--- src/rtl/serial_add_pkg.sv ---
// serial_add_pkg: shared FSM state type and counter-width helper for the bit-serial adder.
package serial_add_pkg;

    typedef enum logic [1:0] {IDLE, RUN, DONE} sa_state_t;

    function automatic int sa_cnt_w(input int width);
        return (width > 2) ? $clog2(width) : 1;
    endfunction

    localparam int SA_DEF_WIDTH = 8;
    localparam int SA_CNT_W = sa_cnt_w(SA_DEF_WIDTH);

endpackage

--- src/rtl/serial_add_cell.sv ---
// serial_add_cell: combinational 1-bit full add built from two half-add stages.
module serial_add_cell (
    input  logic x,
    input  logic y,
    input  logic c,
    output logic s,
    output logic co
);

    logic p;
    logic g;

    assign p  = x ^ y;
    assign g  = x & y;
    assign s  = p ^ c;
    assign co = g | (p & c);

endmodule

--- src/rtl/serial_add_sequencer.sv ---
// serial_add_sequencer: bit-serial WIDTH-bit adder, one bit per clock, LSB first.
// Define SERIAL_ADD_OVF_EN to add the registered signed-overflow output ovf.
module serial_add_sequencer
    import serial_add_pkg::*;
#(
    parameter int WIDTH = 8
) (
    input  logic             clk,
    input  logic             rst,
    input  logic             start,
    input  logic [WIDTH-1:0] a,
    input  logic [WIDTH-1:0] b,
    input  logic             cin,
    output logic             busy,
    output logic             done,
    output logic [WIDTH-1:0] sum,
    output logic             cout
`ifdef SERIAL_ADD_OVF_EN
    ,
    output logic             ovf
`endif
);

    localparam int CNT_W = sa_cnt_w(WIDTH);

    sa_state_t        state;
    logic [WIDTH-1:0] ra;
    logic [WIDTH-1:0] rb;
    logic [WIDTH-1:0] sh;
    logic [CNT_W-1:0] cnt;
    logic             carry;
    logic             s;
    logic             co;

    serial_add_cell u_cell (
        .x (ra[cnt]),
        .y (rb[cnt]),
        .c (carry),
        .s (s),
        .co(co)
    );

    always_ff @(posedge clk or posedge rst) begin
        if (rst) begin
            state <= IDLE;
            ra    <= '0;
            rb    <= '0;
            sh    <= '0;
            cnt   <= '0;
            carry <= 1'b0;
            busy  <= 1'b0;
            done  <= 1'b0;
            sum   <= '0;
            cout  <= 1'b0;
`ifdef SERIAL_ADD_OVF_EN
            ovf   <= 1'b0;
`endif
        end else begin
            case (state)
                IDLE: begin
                    done <= 1'b0;
                    if (start) begin
                        ra    <= a;
                        rb    <= b;
                        carry <= cin;
                        cnt   <= '0;
                        busy  <= 1'b1;
                        state <= RUN;
                    end
                end
                RUN: begin
                    sh    <= {s, sh[WIDTH-1:1]};
                    carry <= co;
                    cnt   <= cnt + 1'b1;
                    // sum/cout are only written here so partial results never show
                    if (cnt == CNT_W'(WIDTH - 1)) begin
                        sum   <= {s, sh[WIDTH-1:1]};
                        cout  <= co;
`ifdef SERIAL_ADD_OVF_EN
                        ovf   <= carry ^ co;
`endif
                        cnt   <= '0;
                        busy  <= 1'b0;
                        done  <= 1'b1;
                        state <= DONE;
                    end
                end
                DONE: begin
                    done  <= 1'b0;
                    state <= IDLE;
                end
                default: state <= IDLE;
            endcase
        end
    end

endmodule

--- config.mk ---
export PLATFORM = sky130hd
export DESIGN_NAME = serial_add_sequencer
export DESIGN_NICKNAME = d
export VERILOG_FILES = /design/src/rtl/serial_add_pkg.sv /design/src/rtl/serial_add_cell.sv /design/src/rtl/serial_add_sequencer.sv
export SDC_FILE = /design/constraint.sdc
export NUM_CORES = 1
export LEC_CHECK = 0
export BUFFER_PORTS_ARGS = -buffer_cell sky130_fd_sc_hd__buf_2
export CAP_MARGIN = 40
export CELL_PAD_IN_SITES_DETAIL_PLACEMENT = 0
export CELL_PAD_IN_SITES_GLOBAL_PLACEMENT = 2
export CORE_ASPECT_RATIO = 0.9
export CORE_MARGIN = 3
export CORE_UTILIZATION = 38
export CTS_CLUSTER_DIAMETER = 40
export DETAILED_ROUTE_END_ITERATION = 10
export MAX_ROUTING_LAYER = met4
export PLACE_DENSITY_LB_ADDON = 0.1
export RECOVER_POWER = 25
export SETUP_SLACK_MARGIN = 0.05
export SYNTH_ARGS = -nofsm -noshare
export SYNTH_HDL_FRONTEND = slang
export SYNTH_SLANG_ARGS = --single-unit
--- constraint.sdc ---
create_clock -name clk -period 3 [get_ports clk]
set_clock_uncertainty 0.2 [all_clocks]
set_input_delay 0.15 -clock clk [delete_from_list [all_inputs] [get_ports clk]]
set_output_delay 0.15 -clock clk [all_outputs]
set_load 0.01 [all_outputs]
* After elaboration in Yosys (flattened, before gate mapping) *
Index checks and enable logic that the tools add are counted.

word-level totals
  output and inout port bits = 11
  word-level logic and storage cells = 49
  input bits = 20
  flip-flop bits (word level) = 41

operators by class
  bitwise gates (word level) = 5
  mux-type cells = 17
  $lt $le $gt $ge = 1
  equal/unequal tests = 5
  reductions and logical operators = 10
  add/sub/neg operators = 1

operators by type and width
  cell                   number
  $reduce_and A2 Y1      5
  $bmux W1 S3            2
  $mux W1                6
  $mux W3                2
  $pmux W1 S2            3
  $pmux W3 S2            1
  $lt A3 B4 Y1 const B   1
  $mux W2                2
  $ne A2 B2 Y1 const B   2
  $pmux W2 S2            1
  $reduce_bool A2 Y1     2
  $add A3 B1 Y3 const B  1
  $eq A3 B3 Y1 const B   1
  $reduce_and A3 Y1      1
  $and A1 B1 Y1          2
  $eq A2 B1 Y1 const B   1
  $eq A2 B2 Y1 const B   1
  $logic_not A2 Y1       1
  $reduce_or A2 Y1       1
  $xor A1 B1 Y1          2
  $or A1 B1 Y1           1

* Depth between registers and ports, before layout *
Gate-level depths: netlist of the first run.

  word-level depth = 6
  gate-level depth with buffers = 6
  mapped depth without buffers = 5

* Hierarchy *
A second synthesis of the first run with hierarchy kept.

second synthesis, totals
  cells, all modules = 108
  area, all modules = 1730.4 um2

by module, submodules not included
  module                area each (um2)  cells an instance  times used
  serial_add_sequencer  1710.4           107                1
  serial_add_cell       20.0             1                  1

* Worst setup path before layout of the first run *
No wires, ideal clock.

  path type = register to register
  from = reg cnt[0]
  to = reg carry
  setup time = 0.126 ns
  required time = 2.674 ns
  path slack = 0.616 ns
  cell stages (with the launch flop) = 7
  path buffers = 1
  data arrival time = 2.058 ns
  cell sequence = dfrtp_1 > buf_6 > mux4_1 > mux2_2 > fa_1 > and3b_1 > a221o_1

on the way
  word-level cells in the longest chain between the ends = 6
  elaborated cells on any way between the ends = 9
  classes of those cells = mux (5); bitwise (4)

ends and longest elaborated chain
  item                                   line                                                    RTL
  start: declaration                     serial_add_sequencer.sv:30                              logic [CNT_W-1:0] cnt;
  start signal: assignment               serial_add_sequencer.sv:74                              cnt <= cnt + 1'b1;
  $bmux W1 S3, on equally long branches  serial_add_sequencer.sv:36, serial_add_sequencer.sv:37
  $mux W1, on equally long branches      serial_add_sequencer.sv:36, serial_add_sequencer.sv:37
  $xor A1 B1 Y1                          serial_add_cell.sv:13                                   assign p = x ^ y;
  $and A1 B1 Y1                          serial_add_cell.sv:16                                   assign co = g | (p & c);
  $or A1 B1 Y1 *                         serial_add_cell.sv:16
  net co                                 serial_add_sequencer.sv:33                              logic co;
  $pmux W1 S2 *                          serial_add_sequencer.sv:59                              case (state)
  end signal: assignment                 serial_add_sequencer.sv:65                              carry <= cin;
  end signal: assignment                 serial_add_sequencer.sv:73                              carry <= co;
  end: declaration                       serial_add_sequencer.sv:31                              logic carry;

Mark *: on every way through the listed nets, which the timed path passes. The rest lies on a longest branch. The select of a mux whose other input is x is not followed.
A chain may end at the register's enable or synchronous reset.

* Worst setup path after layout of the first run *
Ends and elaborated chain as after synthesis.

==> out/metrics.csv, run 1 <==
stage;metric;value;unit
synth;sequential share of the synthesized area;57.8;%
power_and_ir_drop;PwrDens;1030;nW/um2
cells_and_area;commonest cells after routing, fill and taps aside;dfrtp_1, mux2_2, buf_2, dlygate4sd3_1, clkbuf_8;
critical_path;CP Class;flop to flop;
critical_path;crit path max fanout;7;
cells_and_area;layout cell share with drive strength beyond 1;48.1;%
synth;net count after synthesis;131;
cells_and_area;Syn-to-layout area delta;27.6;%
synth;Synth Flop Type;dfrtp_1;
synth;Synth Area in Simple Gates;4.84;%
placed_design;HPWL Detailed;2010;um
critical_path;worst path required time;2.98;ns
cells_and_area;ANT cells;0;
synth;mux cell area share after synthesis;28.2;%
cts;CTS tree;yes;
floorplan;io pins;31;
synth;Synth Area in Compound Gates;3.18;%
critical_path;CP bufs+invs;0;
routing;drt first pass iters;4;
critical_path;CP cell instances;mux4_1 > mux2_2 > fa_1 > and3b_1 > a221o_1;
placed_design;placed insts;194;
floorplan;core area;4240;um2
floorplan;Chip Width;77.2;um
floorplan;die height;70.0;um
timing;Final period util;85.9;%
timing;final setup vio count;0;
cts;Clock Latency Late Sink;0.29;ns
timing;Worst-Margin Slew;0.967;ns
cells_and_area;Layout Nets;182;
synth;Synth Area in Adders;2.60;%
routing;drt wl/cell;14.0;um
cts;CTS Root Cell;clkbuf_8;
cts;total CTS buffers;5;
critical_path;peak per-stage delay on the critical path;0.61;ns
synth;Yosys reg bits;40;
synth;synthesized area;1730;um2
synth;Post-synth EDFFs;0;
timing;RSZ-0062 raised after global routing;false;
cells_and_area;final non-filler cell area;2210;um2
power_and_ir_drop;Static Leak;1.02;nW
floorplan;die area;5400;um2
cts;Max Buffers Root-to-Sink;2;
cts;CTS Sinks;40;
status;outcome;completed;
job;Max Cap Viol;0;
global_route;largest net degree at the start of global routing;41;
critical_path;Slowest-stage cell, CP;mux4_1;
cts;H-tree levels;2;
cts;Post-CTS Hold Buffers;18;
routing;routed vias/inst;4.75;
routing;total wire length;3080;um
critical_path;crit-path leading delay family;multiplexers;
power_and_ir_drop;worst vdd ir;0.000448;V
synth;leading area contributor after synthesis;dfrtp_1;
critical_path;Worst Setup Start Kind;flop;
routing;drt drc;0;
timing;Final TNS setup;0;ns
synth;xor/xnor cell area share of the yosys netlist;0;%
routing;first-iteration detailed-routing DRC count;42;
global_route;Tot GR Track Use;13.0;%
synth;Synth cell types;25;
routing;final antenna-violating net count;0;
placed_design;GP Congestion;0.769;
routing;DR vias;1044;
synth;YS warnings;0;
cts;Post-CTS Setup Inserts;0;
cts;CTS clock-pin slew for the worst setup and hold paths;0.08;ns
synth;Avg Inst Size Synth;16.0;um2
timing;final hold vios;0;
synth;cell count after synthesis;108;
power_and_ir_drop;Power Total;0.00228;W
placed_design;Post-DP Area;1920;um2
floorplan;Starting Density;40.9;%
placed_design;I/O Buffers;30;
synth;async set or reset register ratio after synthesis;100;%
synth;largest family of logic cells by synthesized area;multiplexers;
synth;top cell type's share of synthesized area;57.8;%
cells_and_area;leading cell type in the layout, fill and taps excluded;dfrtp_1;
synth;Area contributors post-synth;dfrtp_1, mux2_2, mux4_1;
global_route;GR Overflow Total;0;
worst_hold_path;hold crit path type;primary input to flop;
critical_path;worst endpoint data arrival time;2.55;ns
global_route;vias in the first global route;1057;
critical_path;Worst setup EP type;flop;
global_route;initial antenna violation count;0;
timing;Min Clock Period, post-route;2.58;ns
timing;Slew Viols, Final;0;
floorplan;Rows;22;
timing;Max Clock Freq;0.388;GHz
global_route;first-pass GRT wire length;5290;um
cts;post-cts gate resize count;0;
cells_and_area;non-filler cells, final;220;
timing;max_slew headroom;35.5;%
## path summary, 6_finish.rpt
kind | startpoint | slack (ns) | endpoint | cells after the start
min in group asynchronous | rst | 0.49 | sum[0] | 4
hold reg to reg | busy | 0.29 | busy | 1
setup reg to reg | cnt[0] | 0.42 | carry | 5
setup / recovery | cnt[0] | 0.42 | carry | 5
max in group asynchronous | rst | 1.50 | ra[4] | 4
hold / removal | start | 0.1 | state[0] | 3
## tightest hold or removal path, cell delays in order
cell and delay (ns):
buf_2 0.11, or3b_2 0.19, o21ai_0 0.08
## cell type report
class / instances / area, um2
clock inverter: 2 / 35.0
clock buffer: 6 / 72.6
timing repair buffer: 50 / 343
inverter: 3 / 11.3
multi-input combinational: 59 / 672
sequential: 40 / 1000
tap: 60 / 75.1
fill: 394 / 2030
## metal layers
| layer | share of wire [%] | vias up | track usage, % | routed length (um) |
|---|---|---|---|---|
| met3 | 4.3 | 5 | 3.99 | 131 |
| met2 | 45 | 23 | 18.0 | 1400 |
| met1 | 49 | 521 | 17.6 | 1500 |
| met5 | 0 | - | - | 0 |
| met4 | 1.5 | 0 | 5.34 | 46 |
| li1 | - | 495 | - | - |
## cells by family (layout without fill, tap and decap cells)
kind of cell | count (synthesis) | count (layout)
adder cells (fa/ha/maj) | 3 | 3
flip-flops | 40 | 40
buffers and inverters | 9 | 61
AND/OR/NAND/NOR | 11 | 11
multiplexers | 38 | 38
AO/OA/AOI/OAI | 7 | 7
## synth_stat cells, types with 2 or more instances
cell type	instances
dfrtp_1	40
mux2_2	34
mux4_1	4
buf_6	3
inv_1	3
buf_2	2
ha_1	2
nand2_1	2
nand3b_1	2
## metrics by stage
| step | setup WS [ns] | util, % | hold slack, ns |
|---|---|---|---|
| finish | 0.423 | 52.1 | 0.0976 |
| global route | 0.367 | 52.1 | 0.121 |
| CTS | 0.431 | 52.2 | 0.0885 |
| detailed placement | 0.458 | 45.4 | 0.101 |
| global placement | 0.513 | 45.4 | 0.0956 |
| floorplan | 0.616 | - | 0.0960 |
## report_power, final
part           total [W]  switching [W]  leakage (nW)  internal (W)
registers       0.000992       0.000181         0.477      0.000811
clock network   0.000430       0.000183        0.0552      0.000247
logic           0.000857       0.000317         0.487      0.000540
total            0.00228       0.000682          1.02       0.00160
## registers in the layout (all words and copies together), names as in the netlist
| name | cells |
|---|---|
| sh | 7 |
| ra | 8 |
| rb | 8 |
| done | 1 |
| sum | 8 |
| cout | 1 |
| busy | 1 |
| cnt | 3 |
| carry | 1 |
| state | 2 |
Note: power is estimated with default switching activity, not from simulation.
==> inputs of run 2 (changes only) <==
ABC_AREA = 1   (was not set)
CORE_ASPECT_RATIO = not set   (was 0.9)
CORE_UTILIZATION = 33   (was 38)
==> run 2 against run 1 <==
Compared with the run above:
- total power down 1.6%
- die area up 21%
- sequential power fell by 8.1%
- flip-flop and latch count unchanged
- synthesized cell count increased by 87%
- synthesized area is 6.6% higher
- register-to-register slack improved by 0.56 ns
- global-route usage hardly changed
- fmax grew 28%
- sequential share of layout area shrank 2.1 points
- clock-buffer cell count grew 1
- routed wire length up 16%
- largest power group is now combinational cells
==> out/metrics.csv, run 2 <==
stage;metric;value;unit
status;outcome;completed;
placed_design;I/O Buffers;30;
routing;M1 WL;1820;um
floorplan;Rows;26;
critical_path;Worst Setup Start Kind;flop;
critical_path;worst path required time;2.97;ns
synth;Synth Area in Adders;2.44;%
power_and_ir_drop;NetSw;0.000881;W
cells_and_area;final non-filler cell area;2310;um2
synth;Synth cell types;16;
routing;met3 routed WL;151;um
timing;Max Clock Freq;0.497;GHz
cts;CTS Sinks;40;
power_and_ir_drop;Clk pwr share;17.1;%
synth;leading area contributor after synthesis;dfrtp_1;
routing;drt drc;0;
cts;H-tree levels;2;
routing;first-iteration detailed-routing DRC count;69;
routing;highest routed layer;met4;
synth;leading cell type by number of instances after synthesis;nand2_1;
timing;Slew Viols, Final;0;
cts;Post-CTS Hold Buffers;19;
synth;mux cell area share after synthesis;0;%
global_route;initial antenna violation count;0;
floorplan;Starting Density;35.0;%
cells_and_area;non-filler cells, final;323;
floorplan;die height;80.8;um
cells_and_area;ANT cells;0;
synth;Synth Area in Compound Gates;14.1;%
cts;post-cts gate resize count;0;
floorplan;io pins;31;
cells_and_area;Layout Nets;276;
timing;Min Clock Period, post-route;2.01;ns
cells_and_area;layout cell share with drive strength beyond 1;25.3;%
synth;largest family of logic cells by synthesized area;simple AND/OR/NAND/NOR gates;
global_route;first-pass GRT wire length;6310;um
cts;Clock Latency Late Sink;0.28;ns
synth;Yosys reg bits;40;
synth;YS warnings;0;
synth;net count after synthesis;225;
job;Max Cap Viol;0;
routing;drt wl/cell;11.1;um
worst_hold_path;hold crit path type;flop to flop;
routing;final antenna-violating net count;0;
timing;RSZ-0062 raised after global routing;false;
timing;Final period util;67.1;%
cts;CTS tree;yes;
critical_path;crit path max fanout;12;
timing;final setup vio count;0;
placed_design;Post-DP Area;2040;um2
critical_path;most frequent CP cell;nand2_1;
critical_path;Slowest-stage cell, CP;dfrtp_1;
timing;Worst-Margin Slew;0.998;ns
critical_path;worst endpoint data arrival time;1.98;ns
synth;async set or reset register ratio after synthesis;100;%
floorplan;Chip Width;80.8;um
cells_and_area;fill cell count;550;
cells_and_area;commonest cells after routing, fill and taps aside;nand2_1, dfrtp_1, inv_1, buf_2, o21ai_2;
routing;drt first pass iters;4;
global_route;vias in the first global route;1351;
routing;routed vias/inst;4.35;
routing;DR vias;1406;
global_route;GR Overflow Total;0;
synth;cell count after synthesis;202;
cts;Max Buffers Root-to-Sink;2;
critical_path;crit-path leading delay family;flip-flops;
synth;Post-synth EDFFs;0;
power_and_ir_drop;Switching Fraction;39.3;%
routing;met2 WL post-DR;1570;um
timing;Final TNS setup;0;ns
routing;total wire length;3570;um
cts;CTS Root Cell;clkbuf_8;
floorplan;die area;6530;um2
synth;Commonest cells post-synth;nand2_1, dfrtp_1, inv_1;
synth;Synth Flop Type;dfrtp_1;
critical_path;Worst setup EP type;flop;
synth;synthesized area;1850;um2
critical_path;CP cell instances;inv_1 > nand2_1 > nand3_1 > nand2_1 > nand2_1 > nand2_1 > fa_1 > nand2_1 > o21ai_0;
cts;total CTS buffers;5;
synth;sequential share of the synthesized area;54.2;%
cells_and_area;leading cell type in the layout, fill and taps excluded;nand2_1;
global_route;largest net degree at the start of global routing;41;
cts;Post-CTS Setup Inserts;0;
power_and_ir_drop;PwrDens;969;nW/um2
critical_path;CP bufs+invs;1;
power_and_ir_drop;Int Pwr;0.00136;W
timing;final hold slack;0.274;ns
placed_design;placed insts;297;
cts;CTS clock-pin slew for the worst setup and hold paths;0.07;ns
synth;Area contributors post-synth;dfrtp_1, nand2_1, o21ai_2;
power_and_ir_drop;worst vdd ir;0.000349;V
power_and_ir_drop;Static Leak;1.19;nW
cells_and_area;Syn-to-layout area delta;25.4;%
timing;max_slew headroom;33.5;%
global_route;Tot GR Track Use;12.9;%
power_and_ir_drop;sequential share of power;40.6;%
timing;final hold vios;0;
floorplan;core area;5270;um2
critical_path;CP Class;flop to flop;
synth;top cell type's share of synthesized area;54.2;%
cells_and_area;Regs by FF count;ra (8), rb (8), sum (8);
synth;Synth Area in Simple Gates;19.3;%
placed_design;GP Congestion;0.858;
power_and_ir_drop;combinational power share;42.2;%
synth;Avg Inst Size Synth;9.14;um2
critical_path;peak per-stage delay on the critical path;0.54;ns
placed_design;HPWL Detailed;2510;um
synth;xor/xnor cell area share of the yosys netlist;0;%
run 2: cell types whose count changed in the layout (fill, tap and decap cells not counted), moves of 2 or more:
| cell | change |
|---|---|
| nand2_1 | +70 |
| mux2_2 | -34 |
| inv_1 | +26 |
| o21ai_2 | +22 |
| nand3_1 | +9 |
| o21ai_1 | +7 |
| inv_2 | +5 |
| buf_2 | -4 |
| mux4_1 | -4 |
| o21ai_0 | +4 |
| clkbuf_1 | +3 |
| clkbuf_8 | +2 |
| nand3b_1 | -2 |
run 2: power groups by stage:
stage	sequential [W]	combinational (W)	clock [W]
floorplan	0.000920	0.000743	0
global route	0.000944	0.00111	0.000424
finish	0.000912	0.000947	0.000384
global placement	0.000916	0.000941	0
detailed placement	0.000924	0.000957	0
CTS	0.000914	0.000984	0.000400
run 2: per-layer routing:
layer | GRT usage, % | up-vias
met5 | - | -
met4 | 3.55 | 0
met3 | 3.99 | 2
met2 | 18.5 | 27
met1 | 17.7 | 650
li1 | - | 727
run 2: worst paths after layout:
kind	start	endpoint	slack (ns)	depth (start not counted)
worst max-delay path	cnt[0]	sh[7]	0.99	9
worst min-delay path	busy	busy	0.27	2
worst max register to register	cnt[0]	sh[7]	0.99	9
worst min register to register	busy	busy	0.27	2
max in group asynchronous	rst	ra[5]	1.48	4
min in group asynchronous	rst	done	0.51	4
run 2: kinds of logic (layout without fill, tap and decap cells):
| logic type | count (synthesis) | after routing |
|---|---|---|
| DFF | 40 | 40 |
| and+or+nand+nor | 84 | 84 |
| adders and majority gates | 3 | 3 |
| buffers and inverters | 40 | 91 |
| AOI/OAI and AO/OA | 35 | 35 |
run 2: worst register-to-register path, stage by stage (launching register included):
cell and delay (ns):
dfrtp_1 0.54, inv_1 0.21, nand2_1 0.11, nand3_1 0.06
nand2_1 0.07, nand2_1 0.04, nand2_1 0.08, fa_1 0.43
nand2_1 0.08, o21ai_0 0.07
run 2: metrics by stage:
stage / util, % / worst slack, ns / total power (W)
2_1_floorplan: - / 1.28 / 0.00166
3_3_place_gp: 38.6 / 1.03 / 0.00186
3_5_place_dp: 38.6 / 0.990 / 0.00188
4_1_cts: 44.1 / 0.975 / 0.00230
5_1_grt: 43.9 / 0.721 / 0.00248
6_report: 43.9 / 0.987 / 0.00224
run 2: cell type report:
class / count / area [um2] / area share [%]
sequential: 40 / 1000 / 43.2
tap: 70 / 87.6 / 3.78
clock buffer: 7 / 96.3 / 4.16
inverter: 34 / 128 / 5.51
multi-input combinational: 122 / 662 / 28.6
timing repair buffer: 50 / 340 / 14.7
